File: src/rtl/sbox_stream_decryptor.sv
// ============================================================================
// Module   : sbox_stream_decryptor (+ aes_sbox)
// Brief    : Strips [seed][len] headers, XORs the payload with aes_sbox(seed+i)
//            and streams the plaintext out of a FWFT FIFO with end-of-frame marking.
//            Optional macro SBOX_RX_STATS_EN adds frame_cnt / err_cnt outputs.
// Revision : 1.0 - initial release
// ============================================================================
`default_nettype none

module aes_sbox (
  input  logic [7:0] addr,
  output logic [7:0] data
);
  // Entry 0 sits in the most significant byte, so bit-inverting the address selects it.
  localparam logic [2047:0] c_SBOX = {
    128'h637c777bf26b6fc53001672bfed7ab76, 128'hca82c97dfa5947f0add4a2af9ca472c0,
    128'hb7fd9326363ff7cc34a5e5f171d83115, 128'h04c723c31896059a071280e2eb27b275,
    128'h09832c1a1b6e5aa0523bd6b329e32f84, 128'h53d100ed20fcb15b6acbbe394a4c58cf,
    128'hd0efaafb434d338545f9027f503c9fa8, 128'h51a3408f929d38f5bcb6da2110fff3d2,
    128'hcd0c13ec5f974417c4a77e3d645d1973, 128'h60814fdc222a908846eeb814de5e0bdb,
    128'he0323a0a4906245cc2d3ac629195e479, 128'he7c8376d8dd54ea96c56f4ea657aae08,
    128'hba78252e1ca6b4c6e8dd741f4bbd8b8a, 128'h703eb5664803f60e613557b986c11d9e,
    128'he1f8981169d98e949b1e87e9ce5528df, 128'h8ca1890dbfe6426841992d0fb054bb16
  };
  assign data = c_SBOX[{~addr, 3'b000} +: 8];
endmodule

module sbox_stream_decryptor #(
  parameter int FIFO_DEPTH = 8
) (
  input  logic       clk,
  input  logic       rst_n,
  input  logic       flush,
  input  logic       s_valid,
  output logic       s_ready,
  input  logic [7:0] s_data,
  output logic       m_valid,
  input  logic       m_ready,
  output logic [7:0] m_data,
  output logic       m_last,
  output logic       err,
  output logic       busy
`ifdef SBOX_RX_STATS_EN
  ,
  output logic [15:0] frame_cnt,
  output logic [7:0]  err_cnt
`endif
);

  localparam int c_AW = (FIFO_DEPTH > 1) ? $clog2(FIFO_DEPTH) : 1;
  localparam logic [c_AW:0] c_FULL = (c_AW+1)'(FIFO_DEPTH);

  localparam logic [1:0] c_S_SEED = 2'd0;
  localparam logic [1:0] c_S_LEN  = 2'd1;
  localparam logic [1:0] c_S_DATA = 2'd2;

  logic [1:0]      r_state, w_state_nxt;
  logic [7:0]      r_index, r_remaining;
  logic [c_AW-1:0] r_wr_ptr, r_rd_ptr;
  logic [c_AW:0]   r_count, w_count_nxt;
  logic            r_full, r_err;
  logic [8:0]      r_mem [FIFO_DEPTH];

  logic       w_accept, w_push, w_pop, w_last, w_len_zero;
  logic [7:0] w_keystream;

  aes_sbox u_sbox (
    .addr (r_index),
    .data (w_keystream)
  );

  assign w_accept   = s_valid & s_ready;
  assign w_push     = w_accept & (r_state == c_S_DATA);
  assign w_pop      = m_valid & m_ready;
  assign w_last     = (r_remaining == 8'd1);
  assign w_len_zero = w_accept & (r_state == c_S_LEN) & (s_data == 8'h00);

  // State register
  always_ff @(posedge clk or negedge rst_n) begin
    if (!rst_n)     r_state <= c_S_SEED;
    else if (flush) r_state <= c_S_SEED;
    else            r_state <= w_state_nxt;
  end

  // Next-state logic
  always_comb begin
    w_state_nxt = r_state;
    case (r_state)
      c_S_SEED: if (w_accept) w_state_nxt = c_S_LEN;
      c_S_LEN:  if (w_accept) w_state_nxt = (s_data == 8'h00) ? c_S_SEED : c_S_DATA;
      c_S_DATA: if (w_accept && w_last) w_state_nxt = c_S_SEED;
      default:  w_state_nxt = c_S_SEED;
    endcase
  end

  // Output logic; flush blocks acceptance so the aborted byte is never consumed
  always_comb begin
    s_ready = 1'b0;
    if (!flush) s_ready = (r_state != c_S_DATA) || !r_full;
    busy = (r_state != c_S_SEED) || (r_count != '0);
  end

  always_ff @(posedge clk or negedge rst_n) begin
    if (!rst_n) begin
      r_index     <= 8'h00;
      r_remaining <= 8'h00;
      r_err       <= 1'b0;
    end else begin
      r_err <= w_len_zero & ~flush;
      if (!flush && w_accept) begin
        case (r_state)
          c_S_SEED: r_index <= s_data;
          c_S_LEN:  r_remaining <= s_data;
          c_S_DATA: begin
            r_index     <= r_index + 8'd1;
            r_remaining <= r_remaining - 8'd1;
          end
          default: ;
        endcase
      end
    end
  end

  always_comb begin
    w_count_nxt = r_count;
    case ({w_push, w_pop})
      2'b10:   w_count_nxt = r_count + 1'b1;
      2'b01:   w_count_nxt = r_count - 1'b1;
      default: w_count_nxt = r_count;
    endcase
    if (flush) w_count_nxt = '0;
  end

  always_ff @(posedge clk or negedge rst_n) begin
    if (!rst_n) begin
      r_wr_ptr <= '0;
      r_rd_ptr <= '0;
      r_count  <= '0;
      r_full   <= 1'b0;
    end else begin
      r_count <= w_count_nxt;
      r_full  <= (w_count_nxt == c_FULL);
      if (flush) begin
        r_wr_ptr <= '0;
        r_rd_ptr <= '0;
      end else begin
        if (w_push) r_wr_ptr <= r_wr_ptr + 1'b1;
        if (w_pop)  r_rd_ptr <= r_rd_ptr + 1'b1;
      end
    end
  end

  always_ff @(posedge clk) begin
    if (w_push) r_mem[r_wr_ptr] <= {w_last, s_data ^ w_keystream};
  end

  // Outputs read as zero when the FIFO is empty so they match the reset values
  assign m_valid = (r_count != '0);
  assign m_data  = m_valid ? r_mem[r_rd_ptr][7:0] : 8'h00;
  assign m_last  = m_valid & r_mem[r_rd_ptr][8];
  assign err     = r_err;

`ifdef SBOX_RX_STATS_EN
  always_ff @(posedge clk or negedge rst_n) begin
    if (!rst_n) begin
      frame_cnt <= 16'h0000;
      err_cnt   <= 8'h00;
    end else begin
      if (!flush && w_push && w_last) frame_cnt <= frame_cnt + 16'd1;
      if (!flush && w_len_zero && (err_cnt != 8'hFF)) err_cnt <= err_cnt + 8'd1;
    end
  end
`endif

endmodule

`default_nettype wire
File: config.mk
export PLATFORM = sky130hd
export DESIGN_NAME = sbox_stream_decryptor
export DESIGN_NICKNAME = d
export VERILOG_FILES = /design/src/rtl/sbox_stream_decryptor.sv
export SDC_FILE = /design/constraint.sdc
export NUM_CORES = 1
export LEC_CHECK = 0
export BUFFER_PORTS_ARGS = -buffer_cell sky130_fd_sc_hd__buf_2
export CAP_MARGIN = 20
export CORE_ASPECT_RATIO = 1.5
export CORE_MARGIN = 4
export CORE_UTILIZATION = 58
export CTS_CLUSTER_SIZE = 10
export DETAILED_ROUTE_END_ITERATION = 12
export HOLD_SLACK_MARGIN = 0.05
export PLACE_DENSITY = 0.76
export SLEW_MARGIN = 15
export SYNTH_ARGS = -nofsm -noshare
export SYNTH_HDL_FRONTEND = slang
export SYNTH_SLANG_ARGS = --single-unit
File: constraint.sdc
create_clock -name clk -period 3.1 [get_ports clk]
set_input_delay 0.465 -clock clk [delete_from_list [all_inputs] [get_ports clk]]
set_output_delay 0.465 -clock clk [all_outputs]
set_load 0.05 [all_outputs]
## Word-level counts from Yosys, hierarchy flattened

Memory sizes are Yosys's and may differ from the RTL's.
Index checks and enable logic that the tools add are counted.

| word-level totals | value |
|---|---|
| register bits after elaboration | 30 |
| RAM bits | 72 |
| output and inout bits | 13 |
| logic and storage cells | 71 |
| memories | 1 |

Memory list:

| memory | depth | bits a word | rd ports | clocked after Yosys merged registers in | wr ports | RTL line | text |
|---|---|---|---|---|---|---|---|
| r_mem | 8 | 9 | 1 | 0 | 1 | 62 | `logic [8:0] r_mem [FIFO_DEPTH];` |

| cells by class | value |
|---|---|
| add/sub/neg operators | 6 |
| equal/unequal tests | 10 |
| shift operators | 1 |
| multiplexer cells | 18 |
| bitwise gates (word level) | 10 |
| reduce and logical (&&, ||, !) cells | 17 |

Operator list:

| cell | count |
|---|---|
| indexed part select 2048 x 12 -> 8 bit, first input constant | 1 |
| case mux 8 bit (2 select lines) | 2 |
| 2-to-1 mux 3 bit | 4 |
| 2-to-1 mux 2 bit | 5 |
| nonzero test 2 bit | 5 |
| adder 8 x 1 -> 8 bit, second input constant | 1 |
| == test 8 x 1 -> 1 bit, second input constant | 1 |
| logical NOT 8 bit | 1 |
| 2-to-1 mux 8 bit | 1 |
| inverter 8 bit | 1 |
| case mux 4 bit (2 select lines) | 1 |
| subtractor 8 x 1 -> 8 bit, second input constant | 1 |
| bitwise XOR 8 bit | 1 |
| bitwise AND 1 bit | 7 |
| adder 3 x 1 -> 3 bit, second input constant | 2 |
| != test 3 bit, second input constant | 2 |
| case mux 2 bit (3 select lines) | 1 |
| adder 4 x 1 -> 4 bit, second input constant | 1 |
| == test 2 x 1 -> 1 bit, second input constant | 2 |
| == test 2 bit, second input constant | 2 |
| == test 4 bit, second input constant | 1 |
| 2-to-1 mux 4 bit | 1 |
| AND reduction 2 bit | 2 |
| nonzero test 4 bit | 1 |
| 10 further kinds | 15 |

## Longest topological paths before layout

| depth | value |
|---|---|
| depth in word-level cells | 9 |
| mapped depth | 14 |

## Modules after synthesis

Synthesis repeated with hierarchy kept, for this count alone.

| second synthesis, totals | value |
|---|---|
| cells, all modules | 876 |
| area, all modules | 8151.6 um2 |

By module, submodules not included:

| module | instances | cells each | area each (um2) |
|---|---|---|---|
| sbox_stream_decryptor | 1 | 326 | 4618.2 |
| aes_sbox | 1 | 550 | 3533.4 |

## Worst setup path after synthesis

Ideal clock, no wire load.

| timing path | value |
|---|---|
| path kind | register to register |
| start point | register r_state[0] |
| end point | register r_full |
| arrival | 3.429 ns |
| required time | 2.972 ns |
| slack | -0.457 ns |
| stages on the path, launching flop included | 15 |
| path buffers | 1 |
| cells stage by stage | dfrtp_1 -> inv_1 -> ha_1 -> a21oi_1 -> and2_1 -> clkbuf_1 -> nand2_1 -> ha_1 -> xor2_1 -> ha_1 -> a21oi_1 -> xor2_1 -> or3_1 -> a21oi_1 -> nor4b_2 |

| between the ends | value |
|---|---|
| word-level cells in the longest chain between the ends | 9 |
| elaborated cells on any way between the ends | 11 |

Ends and longest elaborated chain:

| what | RTL line | text |
|---|---|---|
| start: declaration | 57 | `logic [1:0] r_state, w_state_nxt;` |
| start signal: assignment | 80 | `if (!rst_n) r_state <= c_S_SEED;` |
| start signal: assignment | 81 | `else if (flush) r_state <= c_S_SEED;` |
| start signal: assignment | 82 | `else r_state <= w_state_nxt;` |
| != test 2 bit * | 99 | `if (!flush) s_ready = (r_state != c_S_DATA) \|\| !r_full;` |
| logical OR 1 bit * | 99 |  |
| 2-to-1 mux 1 bit * | 99 |  |
| net s_ready | 35 | `output logic s_ready,` |
| bitwise AND 1 bit * | 72 | `assign w_accept = s_valid & s_ready;` |
| bitwise AND 1 bit * | 73 | `assign w_push = w_accept & (r_state == c_S_DATA);` |
| == test 2 x 1 -> 1 bit / == test 2 bit (equally long branches) | 126 | `case ({w_push, w_pop})` |
| case mux 4 bit (2 select lines) * | 126 |  |
| 2-to-1 mux 4 bit * | 131 | `if (flush) w_count_nxt = '0;` |
| net w_count_nxt[2] | 60 | `logic [c_AW:0] r_count, w_count_nxt;` |
| == test 4 bit * | 142 | `r_full <= (w_count_nxt == c_FULL);` |
| end signal: assignment | 142 |  |
| end: declaration | 61 | `logic r_full, r_err;` |

Mark *: on every way through the listed nets, which the timed path passes. The rest lies on a longest branch.
A chain may end at the register's enable or synchronous reset.

## Final worst setup path

| timing path | value |
|---|---|
| start point | register r_index[1] |
| end point | memory r_mem[5][1] (data pin) |

| between the ends | value |
|---|---|
| word-level cells in the longest chain between the ends | 3 |

Ends and longest elaborated chain:

| what | RTL line | text |
|---|---|---|
| start: declaration | 58 | `logic [7:0] r_index, r_remaining;` |
| start signal: assignment | 112 | `c_S_SEED: r_index <= s_data;` |
| start signal: assignment | 115 | `r_index <= r_index + 8'd1;` |
| inverter 8 bit | 25 | `assign data = c_SBOX[{~addr, 3'b000} +: 8];` |
| indexed part select 2048 x 12 -> 8 bit | 25 |  |
| bitwise XOR 8 bit | 154 | `if (w_push) r_mem[r_wr_ptr] <= {w_last, s_data ^ w_keystream};` |
| end: declaration | 62 |  |

Every way passes these cells.

==> results.md <==
- Endpoints failing hold: 0
- WHS: 0.1532 ns
- Synth-to-Final Area Change: 15.01%
- Async SR Flop Fraction: 29.41%
- Gr ovfl total: 0
- Synth Flop Type: edfxtp_1
- Crit start category: flip-flop
- Number of global-route vias before repair: 7,963
- R2R Path End: r_mem[5][1]$_DFFE_PP_
- Wire length per cell: 30.57 um
- Post-synthesis compound-gate area fraction: 22.16%
- Initial DRC count: 1,203
- XOR/XNOR Fraction of Synth Area: 1.748%
- Chip width: 104.0 um
- Residual DRC: 0
- DIE AREA: 15,810 um^2
- CTS tree: yes
- Clk sinks: 102
- Hold Path Class: in2async
- Most frequent cells in the layout: 97 x buf_4, 82 x nor2_1, 72 x edfxtp_1
- Fin. max-slew vios: 0
- Hold Buf Count CTS: 0
- Rows: 52
- N_diodes: 0
- Finished Core Util: 68.15%
- Post-synthesis cell type count: 79
- Initial antenna violation count: 0
- H-tree Lvls: 3
- Setup tns final: 0 ns
- Root Buffer: clkbuf_16
- Crit. Startpoint: r_index[1]$_DFFE_PN0P_
- Largest net degree at the start of global routing: 56
- I/O pins: 26
- Gpl congestion: 1.111
- Drt via density: 7.657
- First-pass GRT wire length: 49,020 um
- DRT Pass-1 Iters: 8
- Synth warn: 0
- Peak Freq: 325.0 MHz
- Main combinational cell family by area after synthesis: compound AO/OA/AOI/OAI gates
- Share of layout cells above drive strength 1: 24.20%
- Synth Area in Simple Gates: 18.46%
- Unrepaired setup endpoints after global routing: false
- Mapped Area: 8019 um^2
- Worst r2r src: r_index[1]$_DFFE_PN0P_
- Area share of fa/ha/maj cells after synthesis: 4.369%
- Port bufs: 25
- Commonest non-fill, non-tap cell in the layout: buf_4
- Setup CP Type: reg2reg
- Worst skew pair latency: 0.36 ns
- Filler cells: 1,002
- DP Worst Slack: -0.1404 ns
- Post-route ant nets: 0
- Syn avg cell area: 9.445 um^2
- Setup Skew: 0.01521 ns
- Vias: 8,201
- Post-Syn Nets: 890
- Worst Path Arrival: 3.21 ns
- Reg2Reg Depth: 9
- Actual slew at the worst max-slew pin: 0.8462 ns
- Fin crit share: 99.26%
- Reg2Reg Setup Slack: 0.02 ns
- Post-DP HPWL: 23,160 um
- Setup Viol. Count Final: 0
- CP max FO: 10
- Worst path required time: 3.23 ns
- Leak pwr: 3.454 nW
- Die height: 152.0 um
- Fin worst setup slack: 0.02300 ns
- Initial core utilization: 59.25%
- Max_slew headroom: 43.59%
- P per Cell Area: 1288 nW/um^2
- Post-synth EDFFs: 72
- Clock buffer depth: 2
- Max-cap viol count: 0
- Fin crit period: 3.077 ns
- Wirelength, routed: 32,740 um
- Sequential element share of the synthesized area: 36.32%
- Worst VDD drop: 0.7333 mV
- GRT Total Usage: 40.93%
- TritonCTS buffer count: 9
- Flops & latches, synth: 102
- Core ar.: 13,530 um^2
- Crit path capture type: flip-flop
- Post-Syn Instances: 849
- Worst-path clk slew: 0.08 ns
- Status: completed
- Total Nets Final: 945
- Post-synthesis mux area share: 10.58%
cells in the mapped netlist, types with 15 or more instances:
library cell,number,area [um^2]
o21ai_0,62,310.3
nand2_1,51,191.4
mux4_2,30,675.7
mux2i_1,15,150.1
ha_1,28,350.3
nand3_1,29,145.1
buf_2,30,150.1
nor2_1,82,307.8
clkbuf_1,33,123.9
nand2b_1,20,125.1
nor2b_1,20,125.1
a21oi_1,51,255.2
nor3_1,24,120.1
dfrtp_1,30,750.7
edfxtp_1,72,2162
power breakdown:
part / switching, mW / leakage, nW / internal (mW) / total (mW)
clock: 0.496 / 0.151 / 0.707 / 1.20
sequential: 0.227 / 1.03 / 1.98 / 2.21
combinational: 5.33 / 2.27 / 3.15 / 8.47
critical path, stage by stage (launching register included):
cell and delay (ns):
dfrtp_1 0.42, inv_2 0.10, buf_4 0.21, ha_2 0.35
buf_4 0.19, nand2b_1 0.12, and3_1 0.30, o41ai_1 0.58
o32ai_1 0.24, xor2_2 0.33
worst max-delay path by stage:
stage	slack [ns]	to
after global placement	-0.08	r_mem[0][4]$_DFFE_PP_
final	0.02	r_mem[5][1]$_DFFE_PP_
after CTS	0.01	r_mem[7][3]$_DFFE_PP_
after floorplan	0.003	r_mem[0][2]$_DFFE_PP_
after global routing	0.001	r_mem[7][3]$_DFFE_PP_
after detailed placement	-0.14	r_mem[1][4]$_DFFE_PP_
kinds of logic (layout without fill, tap and decap cells):
group           count (synthesis)  in the layout
compound gates                261            261
xor+xnor                       16             16
fa+ha+maj                      28             28
buf+inv                       103            163
flops                         102            102
mux                            47             47
simple gates                  292            292
flip-flops by register name, indices dropped and copies added, names as in the netlist:
name         cells
r_full           1
err              1
r_state          2
r_wr_ptr         3
r_count          4
r_remaining      8
r_index          8
r_mem           72
r_rd_ptr         3
metal layers:
metal | GRT usage [%] | wire length, um
met1 | 45.21 | 10400
met2 | 68.31 | 15760
met3 | 8.701 | 3287
met4 | 31.75 | 3297
met5 | 0 | 0
stage by stage:
step | cell area, um^2 | power, mW | cells
global placement | 8741 | 9.811 | 1052
floorplan | 8030 | 6.967 | 849
finish | 9223 | 11.88 | 1071
detailed placement | 8741 | 9.863 | 1052
CTS | 9082 | 11.13 | 1068
global route | 9223 | 12.27 | 1071
layout make-up:
type                            instances  area (um^2)  share of cell area [%]
Clock buffer                           10        229.0                   2.483
Tap cell                              162        202.7                   2.198
Multi-Input combinational cell        644         4758                   51.59
Timing Repair Buffer                  127        953.4                   10.34
Inverter                               20        75.07                  0.8140
Sequential cell                       102         2919                   31.65
Clock inverter                          6        85.08                  0.9225
what timing repair did:
item	4_1_cts	5_1_grt
buffers inserted	0	3
endpoints found under the setup margin	50	66
gates cloned	0	0
gates resized for setup	6	24
pin swaps	0	3
(Power assumes the default switching activity.)
